[config.mk]
export PLATFORM = sky130hd
export DESIGN_NAME = phase_sweep_ctrl_flat
export DESIGN_NICKNAME = d
export VERILOG_FILES = /design/src/rtl/qpsk_pkg.sv /design/src/rtl/phase_sweep_ctrl_if.sv /design/src/rtl/err_window_counter.sv /design/src/rtl/phase_sweep_ctrl.sv /design/src/flat_wrapper.sv
export SDC_FILE = /design/constraint.sdc
export NUM_CORES = 1
export LEC_CHECK = 0
export ABC_AREA = 1
export CAP_MARGIN = 10
export CORE_UTILIZATION = 59
export CTS_CLUSTER_DIAMETER = 120
export DETAILED_ROUTE_END_ITERATION = 12
export PLACE_DENSITY_LB_ADDON = 0.08
export SLEW_MARGIN = 20
export SYNTH_ARGS = -nofsm -noshare
export SYNTH_HDL_FRONTEND = slang
export SYNTH_SLANG_ARGS = --single-unit
[constraint.sdc]
create_clock -name clk -period 3.5 [get_ports clk]
set_input_delay 0.7 -clock clk [delete_from_list [all_inputs] [get_ports clk]]
set_output_delay 0.7 -clock clk [all_outputs]
set_load 0.01 [all_outputs]
[src/rtl/qpsk_pkg.sv]
// Shared constants and state encoding for the receiver phase-sweep controller.
package qpsk_pkg;

    localparam int unsigned NPHASE         = 4;
    localparam int unsigned PHASE_W        = 2;
    localparam int unsigned DEF_WIN_LOG2   = 10;
    localparam int unsigned DEF_SETTLE     = 32;
    localparam int unsigned DEF_RELOCK_THR = 8;

    typedef enum logic [2:0] {
        ST_IDLE,
        ST_SETTLE,
        ST_MEASURE,
        ST_DECIDE,
        ST_LOCKED
    } sweep_state_e;

endpackage

[src/rtl/phase_sweep_ctrl_if.sv]
// Control/status bundle between the phase-sweep controller and its environment.
// master: the side that requests the sweep and feeds symbol errors; slave: the controller.
interface phase_sweep_ctrl_if
    import qpsk_pkg::*;
#(
    parameter int unsigned WIN_LOG2 = DEF_WIN_LOG2
);

    logic                 i_enable;
    logic                 i_tick;
    logic                 i_err_r;
    logic                 i_err_i;
    logic [PHASE_W-1:0]   o_phase;
    logic                 o_enable_rx;
    logic                 o_ber_run;
    logic                 o_locked;
    logic [WIN_LOG2+1:0]  o_best_cnt;

    modport master (
        output i_enable, i_tick, i_err_r, i_err_i,
        input  o_phase, o_enable_rx, o_ber_run, o_locked, o_best_cnt
    );

    modport slave (
        input  i_enable, i_tick, i_err_r, i_err_i,
        output o_phase, o_enable_rx, o_ber_run, o_locked, o_best_cnt
    );

endinterface

[src/rtl/err_window_counter.sv]
// Tick-gated symbol/error window counter with saturating error count and a
// registered one-cycle done pulse following the tick that fills the window.
module err_window_counter
    import qpsk_pkg::*;
#(
    parameter int unsigned WIN_LOG2 = DEF_WIN_LOG2
) (
    input  logic                clk,
    input  logic                rst,
    input  logic                clr_i,
    input  logic                run_i,
    input  logic                tick_i,
    input  logic                err_r_i,
    input  logic                err_i_i,
    output logic [WIN_LOG2+1:0] err_cnt_o,
    output logic                done_o
);

    localparam int unsigned SYM_W = WIN_LOG2 + 1;
    localparam int unsigned ERR_W = WIN_LOG2 + 2;
    localparam int unsigned SUM_W = ERR_W + 1;
    localparam logic [SYM_W-1:0] SYM_FULL = SYM_W'(1) << WIN_LOG2;

    logic [SYM_W-1:0] sym_cnt_q, sym_cnt_d;
    logic [ERR_W-1:0] err_cnt_q, err_cnt_d;
    logic             done_q, done_d;
    logic [SYM_W-1:0] sym_base;
    logic [ERR_W-1:0] err_base;
    logic [SUM_W-1:0] err_sum;

    // Next count: clear takes effect first so a coincident tick opens the new window.
    always_comb begin
        sym_base  = clr_i ? '0 : sym_cnt_q;
        err_base  = clr_i ? '0 : err_cnt_q;
        sym_cnt_d = sym_base;
        err_cnt_d = err_base;
        done_d    = 1'b0;
        err_sum   = '0;
        if (run_i && tick_i) begin
            sym_cnt_d = sym_base + SYM_W'(1);
            err_sum   = {1'b0, err_base} + SUM_W'(err_r_i) + SUM_W'(err_i_i);
            err_cnt_d = err_sum[ERR_W] ? '1 : err_sum[ERR_W-1:0];
            done_d    = (sym_cnt_d == SYM_FULL);
        end
    end

    // Counter registers.
    always_ff @(posedge clk) begin
        if (rst) begin
            sym_cnt_q <= '0;
            err_cnt_q <= '0;
            done_q    <= 1'b0;
        end else begin
            sym_cnt_q <= sym_cnt_d;
            err_cnt_q <= err_cnt_d;
            done_q    <= done_d;
        end
    end

    assign err_cnt_o = err_cnt_q;
    assign done_o    = done_q;

endmodule

[src/rtl/phase_sweep_ctrl.sv]
// Receiver sampling-phase sweep: measures the symbol error count over one window
// at each of the four phases, then locks on the lowest-error phase (lower phase
// wins ties). Optional build macro PHASE_SWEEP_RELOCK_EN keeps counting windows
// while locked and restarts the sweep when a window exceeds RELOCK_THR errors.
module phase_sweep_ctrl
    import qpsk_pkg::*;
#(
    parameter int unsigned WIN_LOG2   = DEF_WIN_LOG2,
    parameter int unsigned SETTLE     = DEF_SETTLE,
    parameter int unsigned RELOCK_THR = DEF_RELOCK_THR
) (
    input  logic              clk,
    input  logic              rst,
    phase_sweep_ctrl_if.slave bus
);

    localparam int unsigned ERR_W = WIN_LOG2 + 2;
    localparam int unsigned CNT_W = 8;
    localparam logic [PHASE_W-1:0] LAST_PHASE = PHASE_W'(NPHASE - 1);

`ifdef PHASE_SWEEP_RELOCK_EN
    localparam bit RELOCK_ON = 1'b1;
`else
    localparam bit RELOCK_ON = 1'b0;
`endif

    sweep_state_e       state_q, state_d;
    logic [PHASE_W-1:0] phase_q, phase_d;
    logic [PHASE_W-1:0] best_phase_q, best_phase_d;
    logic [ERR_W-1:0]   best_cnt_q, best_cnt_d;
    logic [CNT_W-1:0]   settle_cnt_q, settle_cnt_d;
    logic               lock_pending_q, lock_pending_d;
    logic               enable_rx_q, enable_rx_d;
    logic               ber_run_q, ber_run_d;
    logic               locked_q, locked_d;

    logic               cnt_clr_c;
    logic               cnt_run_c;
    logic [ERR_W-1:0]   win_err;
    logic               win_done;

    err_window_counter #(
        .WIN_LOG2 (WIN_LOG2)
    ) u_err_window_counter (
        .clk       (clk),
        .rst       (rst),
        .clr_i     (cnt_clr_c),
        .run_i     (cnt_run_c),
        .tick_i    (bus.i_tick),
        .err_r_i   (bus.i_err_r),
        .err_i_i   (bus.i_err_i),
        .err_cnt_o (win_err),
        .done_o    (win_done)
    );

    // Sweep sequencing, best-phase tracking and next-state of the registered outputs.
    always_comb begin
        state_d        = state_q;
        phase_d        = phase_q;
        best_phase_d   = best_phase_q;
        best_cnt_d     = best_cnt_q;
        settle_cnt_d   = settle_cnt_q;
        lock_pending_d = lock_pending_q;
        cnt_run_c      = 1'b0;
        cnt_clr_c      = 1'b1;

        if (!bus.i_enable) begin
            state_d        = ST_IDLE;
            phase_d        = '0;
            best_phase_d   = '0;
            best_cnt_d     = '0;
            settle_cnt_d   = '0;
            lock_pending_d = 1'b0;
        end else begin
            case (state_q)
                ST_IDLE: begin
                    state_d        = ST_SETTLE;
                    phase_d        = '0;
                    best_phase_d   = '0;
                    best_cnt_d     = '1;
                    settle_cnt_d   = '0;
                    lock_pending_d = 1'b0;
                end
                ST_SETTLE: begin
                    if (bus.i_tick) begin
                        if (settle_cnt_q == CNT_W'(SETTLE - 1)) begin
                            settle_cnt_d   = '0;
                            lock_pending_d = 1'b0;
                            state_d        = lock_pending_q ? ST_LOCKED : ST_MEASURE;
                        end else begin
                            settle_cnt_d = settle_cnt_q + CNT_W'(1);
                        end
                    end
                end
                ST_MEASURE: begin
                    cnt_run_c = 1'b1;
                    cnt_clr_c = 1'b0;
                    if (win_done) begin
                        state_d = ST_DECIDE;
                    end
                end
                ST_DECIDE: begin
                    // Strict compare keeps the earlier (lower) phase on a tie.
                    if (win_err < best_cnt_q) begin
                        best_cnt_d   = win_err;
                        best_phase_d = phase_q;
                    end
                    if (phase_q == LAST_PHASE) begin
                        phase_d        = best_phase_d;
                        lock_pending_d = 1'b1;
                    end else begin
                        phase_d = phase_q + PHASE_W'(1);
                    end
                    settle_cnt_d = '0;
                    state_d      = ST_SETTLE;
                end
                ST_LOCKED: begin
                    if (RELOCK_ON) begin
                        cnt_run_c = 1'b1;
                        cnt_clr_c = 1'b0;
                        if (win_done) begin
                            cnt_clr_c = 1'b1;
                            if (win_err > ERR_W'(RELOCK_THR)) begin
                                state_d      = ST_SETTLE;
                                phase_d      = '0;
                                best_phase_d = '0;
                                best_cnt_d   = '1;
                                settle_cnt_d = '0;
                            end
                        end
                    end
                end
                default: begin
                    state_d = ST_IDLE;
                end
            endcase
        end

        enable_rx_d = (state_d != ST_IDLE);
        ber_run_d   = (state_d == ST_MEASURE) || (state_d == ST_LOCKED);
        locked_d    = (state_d == ST_LOCKED);
    end

    // State and output registers.
    always_ff @(posedge clk) begin
        if (rst) begin
            state_q        <= ST_IDLE;
            phase_q        <= '0;
            best_phase_q   <= '0;
            best_cnt_q     <= '0;
            settle_cnt_q   <= '0;
            lock_pending_q <= 1'b0;
            enable_rx_q    <= 1'b0;
            ber_run_q      <= 1'b0;
            locked_q       <= 1'b0;
        end else begin
            state_q        <= state_d;
            phase_q        <= phase_d;
            best_phase_q   <= best_phase_d;
            best_cnt_q     <= best_cnt_d;
            settle_cnt_q   <= settle_cnt_d;
            lock_pending_q <= lock_pending_d;
            enable_rx_q    <= enable_rx_d;
            ber_run_q      <= ber_run_d;
            locked_q       <= locked_d;
        end
    end

    assign bus.o_phase     = phase_q;
    assign bus.o_enable_rx = enable_rx_q;
    assign bus.o_ber_run   = ber_run_q;
    assign bus.o_locked    = locked_q;
    assign bus.o_best_cnt  = best_cnt_q;

endmodule

[src/flat_wrapper.sv]
// flat-port wrapper written by rule: the top's interface ports become plain ports
module phase_sweep_ctrl_flat import qpsk_pkg::*;
#(
    parameter int unsigned WIN_LOG2   = DEF_WIN_LOG2,
    parameter int unsigned SETTLE     = DEF_SETTLE,
    parameter int unsigned RELOCK_THR = DEF_RELOCK_THR
)
  (clk, rst, bus_i_enable, bus_i_tick, bus_i_err_r, bus_i_err_i, bus_o_phase, bus_o_enable_rx, bus_o_ber_run, bus_o_locked, bus_o_best_cnt);
  phase_sweep_ctrl_if #(.WIN_LOG2(WIN_LOG2)) bus_i ();
  input  logic clk;
  input  logic rst;
  input wire logic [$bits(bus_i.i_enable)-1:0] bus_i_enable;
  input wire logic [$bits(bus_i.i_tick)-1:0] bus_i_tick;
  input wire logic [$bits(bus_i.i_err_r)-1:0] bus_i_err_r;
  input wire logic [$bits(bus_i.i_err_i)-1:0] bus_i_err_i;
  output wire logic [$bits(bus_i.o_phase)-1:0] bus_o_phase;
  output wire logic [$bits(bus_i.o_enable_rx)-1:0] bus_o_enable_rx;
  output wire logic [$bits(bus_i.o_ber_run)-1:0] bus_o_ber_run;
  output wire logic [$bits(bus_i.o_locked)-1:0] bus_o_locked;
  output wire logic [$bits(bus_i.o_best_cnt)-1:0] bus_o_best_cnt;
  assign bus_i.i_enable = bus_i_enable;
  assign bus_i.i_tick = bus_i_tick;
  assign bus_i.i_err_r = bus_i_err_r;
  assign bus_i.i_err_i = bus_i_err_i;
  assign bus_o_phase = bus_i.o_phase;
  assign bus_o_enable_rx = bus_i.o_enable_rx;
  assign bus_o_ber_run = bus_i.o_ber_run;
  assign bus_o_locked = bus_i.o_locked;
  assign bus_o_best_cnt = bus_i.o_best_cnt;
  phase_sweep_ctrl #(.WIN_LOG2(WIN_LOG2), .SETTLE(SETTLE), .RELOCK_THR(RELOCK_THR)) u_core (.clk(clk), .rst(rst), .bus(bus_i));
endmodule
Word-level counts from Yosys, hierarchy flattened
Index checks and enable logic that the tools add are counted.
W data, S select, Z words.
{"block": "totals", "inputBits": 6, "word_cells": 74, "out_inout_bits": 17, "ff_bits": 55}
{"block": "classes", "n_eq_ne": 13, "reduce_logical": 13, "add_sub_neg": 5, "magnitude_cmp": 1, "bitwise": 2, "muxes": 28}
{"op": "$mux W12", "n": 4}
{"op": "$pmux W12 S2", "n": 1}
{"op": "$mux W11", "n": 2}
{"op": "$mux W8", "n": 2}
{"op": "$pmux W8 S2", "n": 1}
{"op": "$mux W3", "n": 5}
{"op": "$add A12 B1 Y13", "n": 1}
{"op": "$add A13 B1 Y13", "n": 1}
{"op": "$lt A12 B12 Y1", "n": 1}
{"op": "$pmux W3 S4", "n": 1}
{"op": "$add A11 B1 Y11 const B", "n": 1}
{"op": "$eq A11 B11 Y1 const B", "n": 1}
{"op": "$eq A3 B2 Y1 const B", "n": 3}
{"op": "$add A8 B1 Y8 const B", "n": 1}
{"op": "$eq A8 B5 Y1 const B", "n": 1}
{"op": "$pmux W2 S2", "n": 2}
{"op": "$mux W1", "n": 7}
{"op": "$eq A3 B3 Y1 const B", "n": 2}
{"op": "$ne A2 B1 Y1 const B", "n": 3}
{"op": "$reduce_bool A3 Y1", "n": 2}
{"op": "$reduce_or A2 Y1", "n": 3}
{"op": "$mux W2", "n": 2}
{"op": "$reduce_and A2 Y1", "n": 2}
{"op": "$reduce_and A4 Y1", "n": 1}
{"op": "other kinds (10)", "n": 12}

Logic depth before layout (Yosys ltp)
{"block": "logic_depth", "depth_word": 8, "mapped_depth": 17, "depth_no_buf": 16}

Modules after synthesis
A second synthesis with hierarchy kept.
{"block": "unflattened", "cells_unflattened": 468, "area_unflattened_um2": 3268.1}
{"module": "phase_sweep_ctrl", "area_each_um2": 1700.4, "cells_each": 229, "seq_area_each_um2": 620.6, "n_inst": 1}
{"module": "err_window_counter", "area_each_um2": 1567.8, "cells_each": 239, "seq_area_each_um2": 480.5, "n_inst": 1}

Least setup slack after synthesis
OpenSTA, ideal clock, no wires.
{"block": "synth_timing", "path_type": "input -> register", "from": "input bus_i_enable", "to": "register u_core.u_err_window_counter.err_cnt_q[10] (netlist: u_core.u_err_window_counter.err_cnt_o[10])", "setup_slack_ps": 773, "required_time_ps": 3444, "setup_ps": 56, "path_stages": 16, "arrival_time_ps": 2671, "n_path_buf": 2, "cell_sequence": "buf_4 > inv_1 > nor2_4 > buf_2 > nand2_1 > fa_1 > inv_1 > ha_1 > nand2_1 > nor2_1 > nand2_1 > nor2_2 > nand3_4 > nand3_1 > nand2_1 > inv_1"}
{"block": "synth_between", "elab_chain_len": 6, "word_cells_on_any_way": 8, "classes_between": "add/sub: 2; mux: 5; reduce/logical: 1"}
{"element": "start, declared", "line": "flat_wrapper.sv:12", "source": "input wire logic [$bits(bus_i.i_enable)-1:0] bus_i_enable;"}
{"element": "$mux W1", "line": "phase_sweep_ctrl.sv:67", "source": "if (!bus.i_enable) begin"}
{"element": "$mux W12", "line": "err_window_counter.sv:34", "source": "err_base = clr_i ? '0 : err_cnt_q;"}
{"element": "$add A12 B1 Y13", "line": "err_window_counter.sv:41", "source": "err_sum = {1'b0, err_base} + SUM_W'(err_r_i) + SUM_W'(err_i_i);"}
{"element": "$add A13 B1 Y13", "line": "err_window_counter.sv:41"}
{"element": "$mux W12", "line": "err_window_counter.sv:42", "source": "err_cnt_d = err_sum[ERR_W] ? '1 : err_sum[ERR_W-1:0];"}
{"element": "$mux W12 *", "line": "err_window_counter.sv:39", "source": "if (run_i && tick_i) begin"}
{"element": "end signal, assigned", "line": "err_window_counter.sv:55", "source": "err_cnt_q <= err_cnt_d;"}
{"element": "end, declared", "line": "err_window_counter.sv:25", "source": "logic [ERR_W-1:0] err_cnt_q, err_cnt_d;"}
Mark *: on every way between the ends. The rest lies on a longest branch, timed or not.
A chain may end at the register's enable or synchronous reset.

Final worst setup path
{"block": "layout_timing", "from": "input bus_i_enable", "to": "register u_core.u_err_window_counter.err_cnt_q[11] (netlist: u_core.u_err_window_counter.err_cnt_o[11])"}
The elaborated chain is that of the path after synthesis.

==> impl_metrics.py <==
metrics = {
    "clock_tree": {
        "cts_sinks": 55,
        "cts_resized": 0,
        "htreeDepth": 2,
        "postCtsHoldBufs": 0,
        "postCtsSetupRepairBufs": 0,
        "cts-root-buf": "clkbuf_8",
        "tritoncts": "yes",
        "cts_buffers": 5,
        "clkLatencyLatePin_ps": 310,
        "cts_buffer_depth": 2,
        "path_clk_slew_ps": 100,
    },
    "logic_synthesis": {
        "avgSynthCellArea_um2": 6.59,
        "synth-main-ff-cell": "dfxtp_1",
        "syn_nets": 514,
        "synth_top_cell_by_area": "dfxtp_1",
        "netlist.area_leader.share_pct": 34.0,
        "synth_most_common_cell": "nand2_1",
        "yosys-top-cells-count": "nand2_1, inv_1, dfxtp_1, a21oi_1, nand3_1",
        "synth_compound_area_share_pct": 13.2,
        "yosys.area_share.simple_pct": 33.7,
        "synth_fa_ha_area_share_pct": 6.41,
        "synth_top_family_by_area": "simple AND/OR/NAND/NOR gates",
        "synth_seq_cells": 55,
        "synth_edf_count": 0,
        "yosys-top-cells-area": "dfxtp_1, nand2_1, inv_1",
        "syn-cell-area_um2": 3240,
        "synth-warning-count": 0,
        "synth_xor_area_share_pct": 1.08,
        "ys_async_sr_fraction_pct": 0,
        "ys_types": 38,
        "synthCells": 492,
        "ys_seq_area_share_pct": 34.0,
        "synth_mux_area_share_pct": 0.347,
    },
    "die": {
        "die_y_um": 76.1,
        "pin_count": 23,
        "rows": 26,
        "die_x_um": 76.1,
        "die_area_um2": 5790,
        "initial_core_util_pct": 62.3,
        "core-area_um2": 5200,
    },
    "routing": {
        "num_vias": 3144,
        "drt_drc_violations_left": 0,
        "drt_iter0_drc": 159,
        "antenna_left": 0,
        "vias_per_cell": 5.36,
        "finalWirelength_um": 7280,
        "dr.pass1.iters": 4,
        "wl_per_cell_um": 12.4,
    },
    "critical_path": {
        "critPathMaxFanout": 9,
        "slowest_stage": "clkdlybuf4s50_1",
        "crit_type": "in2reg",
        "required_ps": 3760,
        "worst_setup_path_start_kind": "input port",
        "crit_chain": "clkdlybuf4s50_1 > inv_1 > nor2_4 > nand2_1 > fa_1 > inv_1 > ha_1 > nand2_1 > nor2_1 > nand2_1 > nor2_2 > nand3_4 > nand3_1 > nand2_1 > inv_1",
        "max_stage_delay_ps": 490,
        "end_kind": "flop",
        "cpMostUsedCell": "nand2_1",
        "worst-endpoint-arrival_ps": 3020,
    },
    "timing": {
        "finalMaxSlewViolations": 0,
        "rsz0062_at_grt": "no",
        "post-route-period-util_pct": 79.0,
        "worst_pin_slew_ps": 492,
        "finClkSkew_ps": 9.92,
        "relSlewSlack_pct": 67.1,
        "min_period_ps": 2760,
        "finalSetupViolations": 0,
        "hold_viol": 0,
        "max_freq_mhz": 362,
        "setup_tns_ps": 0,
    },
    "layout": {
        "syn_to_final_growth_pct": 12.2,
        "drive_gt1_share_pct": 7.35,
        "n_antenna_cell": 0,
        "layout.nets": 539,
        "final_util_pct": 69.8,
    },
    "place": {
        "routabilityCongestion": 0.879,
        "numPortBuffers": 22,
        "dpl.hpwl_um": 5400,
    },
    "grt": {
        "grt-ovfl-total": 0,
        "grt_pass1_vias": 2876,
        "antenna_found_initial": 0,
        "grt_usage_pct": 26.7,
        "grt_max_degree": 25,
        "grt_first_pass_wirelength_um": 12600,
    },
    "power_and_ir_drop": {
        "p_per_area_nw_per_um2": 305,
        "irDropWorstVdd_mv": 0.205,
        "leakagePower_nw": 1.52,
    },
    "flow_run": {
        "maxCapViolations": 0,
    },
    "run_status": {
        "status": "complete, no violations",
    },
    "min_path": {
        "min_path_type": "reg2reg",
    },
}
stage by stage:
stage,power (mW),hold slack [ps],area [um2],instances,setup WS (ps)
after floorplan,0.721,441,3240,492,773
after global placement,0.763,453,3550,580,495
after detailed placement,0.765,463,3550,580,440
after CTS,1.12,477,3630,587,760
after global routing,1.16,507,3630,587,501
final,1.11,475,3630,587,736
worst paths after layout:
| path | from | to | slack [ps] | cells after the start |
|---|---|---|---|---|
| worst max-delay path | bus_i_enable | u_core.u_err_window_counter.err_cnt_o[11] | 740 | 15 |
| worst max register to register | u_core.state_q[2] | u_core.u_err_window_counter.err_cnt_o[11] | 1090 | 15 |
| worst min register to register | u_core.best_phase_q[1] | u_core.best_phase_q[1] | 470 | 2 |
| worst min-delay path | u_core.best_phase_q[1] | u_core.best_phase_q[1] | 470 | 2 |
critical path, delay by kind of cell:
kind / cells / cell delay (ps)
buffers and inverters: 4 / 700
AND/OR/NAND/NOR: 9 / 1090
adder cells (fa/ha/maj): 2 / 520
power by group:
| part | switching, mW | internal (mW) | leakage, nW |
|---|---|---|---|
| clock network | 0.201 | 0.156 | 0.0470 |
| registers | 0.00836 | 0.636 | 0.446 |
| logic | 0.0632 | 0.0435 | 1.03 |
area by class of cell:
| type | count | area (um2) |
|---|---|---|
| Inverter | 81 | 304 |
| Clock inverter | 1 | 5.00 |
| Sequential cell | 55 | 1100 |
| Clock buffer | 6 | 82.6 |
| Tap cell | 70 | 87.6 |
| Multi-Input combinational cell | 344 | 1770 |
| Timing Repair Buffer | 30 | 280 |
| Fill cell | 472 | 1570 |
sequential cells by signal, indices dropped and copies added, names as in the netlist:
register                               flops
u_core.bus.o_locked                        1
u_core.u_err_window_counter.sym_cnt_q     11
u_core.best_phase_q                        2
u_core.lock_pending_q                      1
u_core.settle_cnt_q                        8
u_core.u_err_window_counter.err_cnt_o     12
u_core.bus.o_best_cnt                     12
u_core.u_err_window_counter.done_o         1
u_core.bus.o_ber_run                       1
u_core.state_q                             3
u_core.bus.o_phase                         2
u_core.bus.o_enable_rx                     1
cells by family after synthesis:
family,count (synthesis)
flip-flops,55
XOR/XNOR,4
buffers and inverters,93
AO/OA/AOI/OAI,79
adder cells (fa/ha/maj),16
multiplexers,1
AND/OR/NAND/NOR,244
cells in the final DEF, fill, tap and decap left out, types with 2 or more instances in the layout:
cell type | synthesis | final
ha_1 | 15 | 15
inv_1 | 76 | 76
o21ai_1 | 2 | 2
nor2_1 | 44 | 44
buf_4 | 1 | 8
a211oi_1 | 2 | 2
xor2_1 | 4 | 4
dfxtp_1 | 55 | 55
clkinv_1 | 2 | 2
clkdlybuf4s50_1 | 0 | 22
inv_2 | 3 | 3
nand3_1 | 45 | 45
nor2_2 | 5 | 5
a21oi_1 | 45 | 45
nand2_1 | 123 | 123
clkbuf_8 | 0 | 6
o21ai_0 | 23 | 23
nor2_4 | 2 | 2
o211ai_1 | 2 | 2
nor3_1 | 4 | 4
nand4_1 | 9 | 9
nand2_2 | 4 | 4
layer usage:
metal / wire [um] / vias to the layer above / track usage (%)
met5: 0 / - / 0
met4: 63 / 0 / 8.65
met3: 385 / 6 / 2.87
met2: 3440 / 86 / 46.8
met1: 3390 / 1427 / 34.2
li1: - / 1625 / -
(Power assumes the default switching activity.)
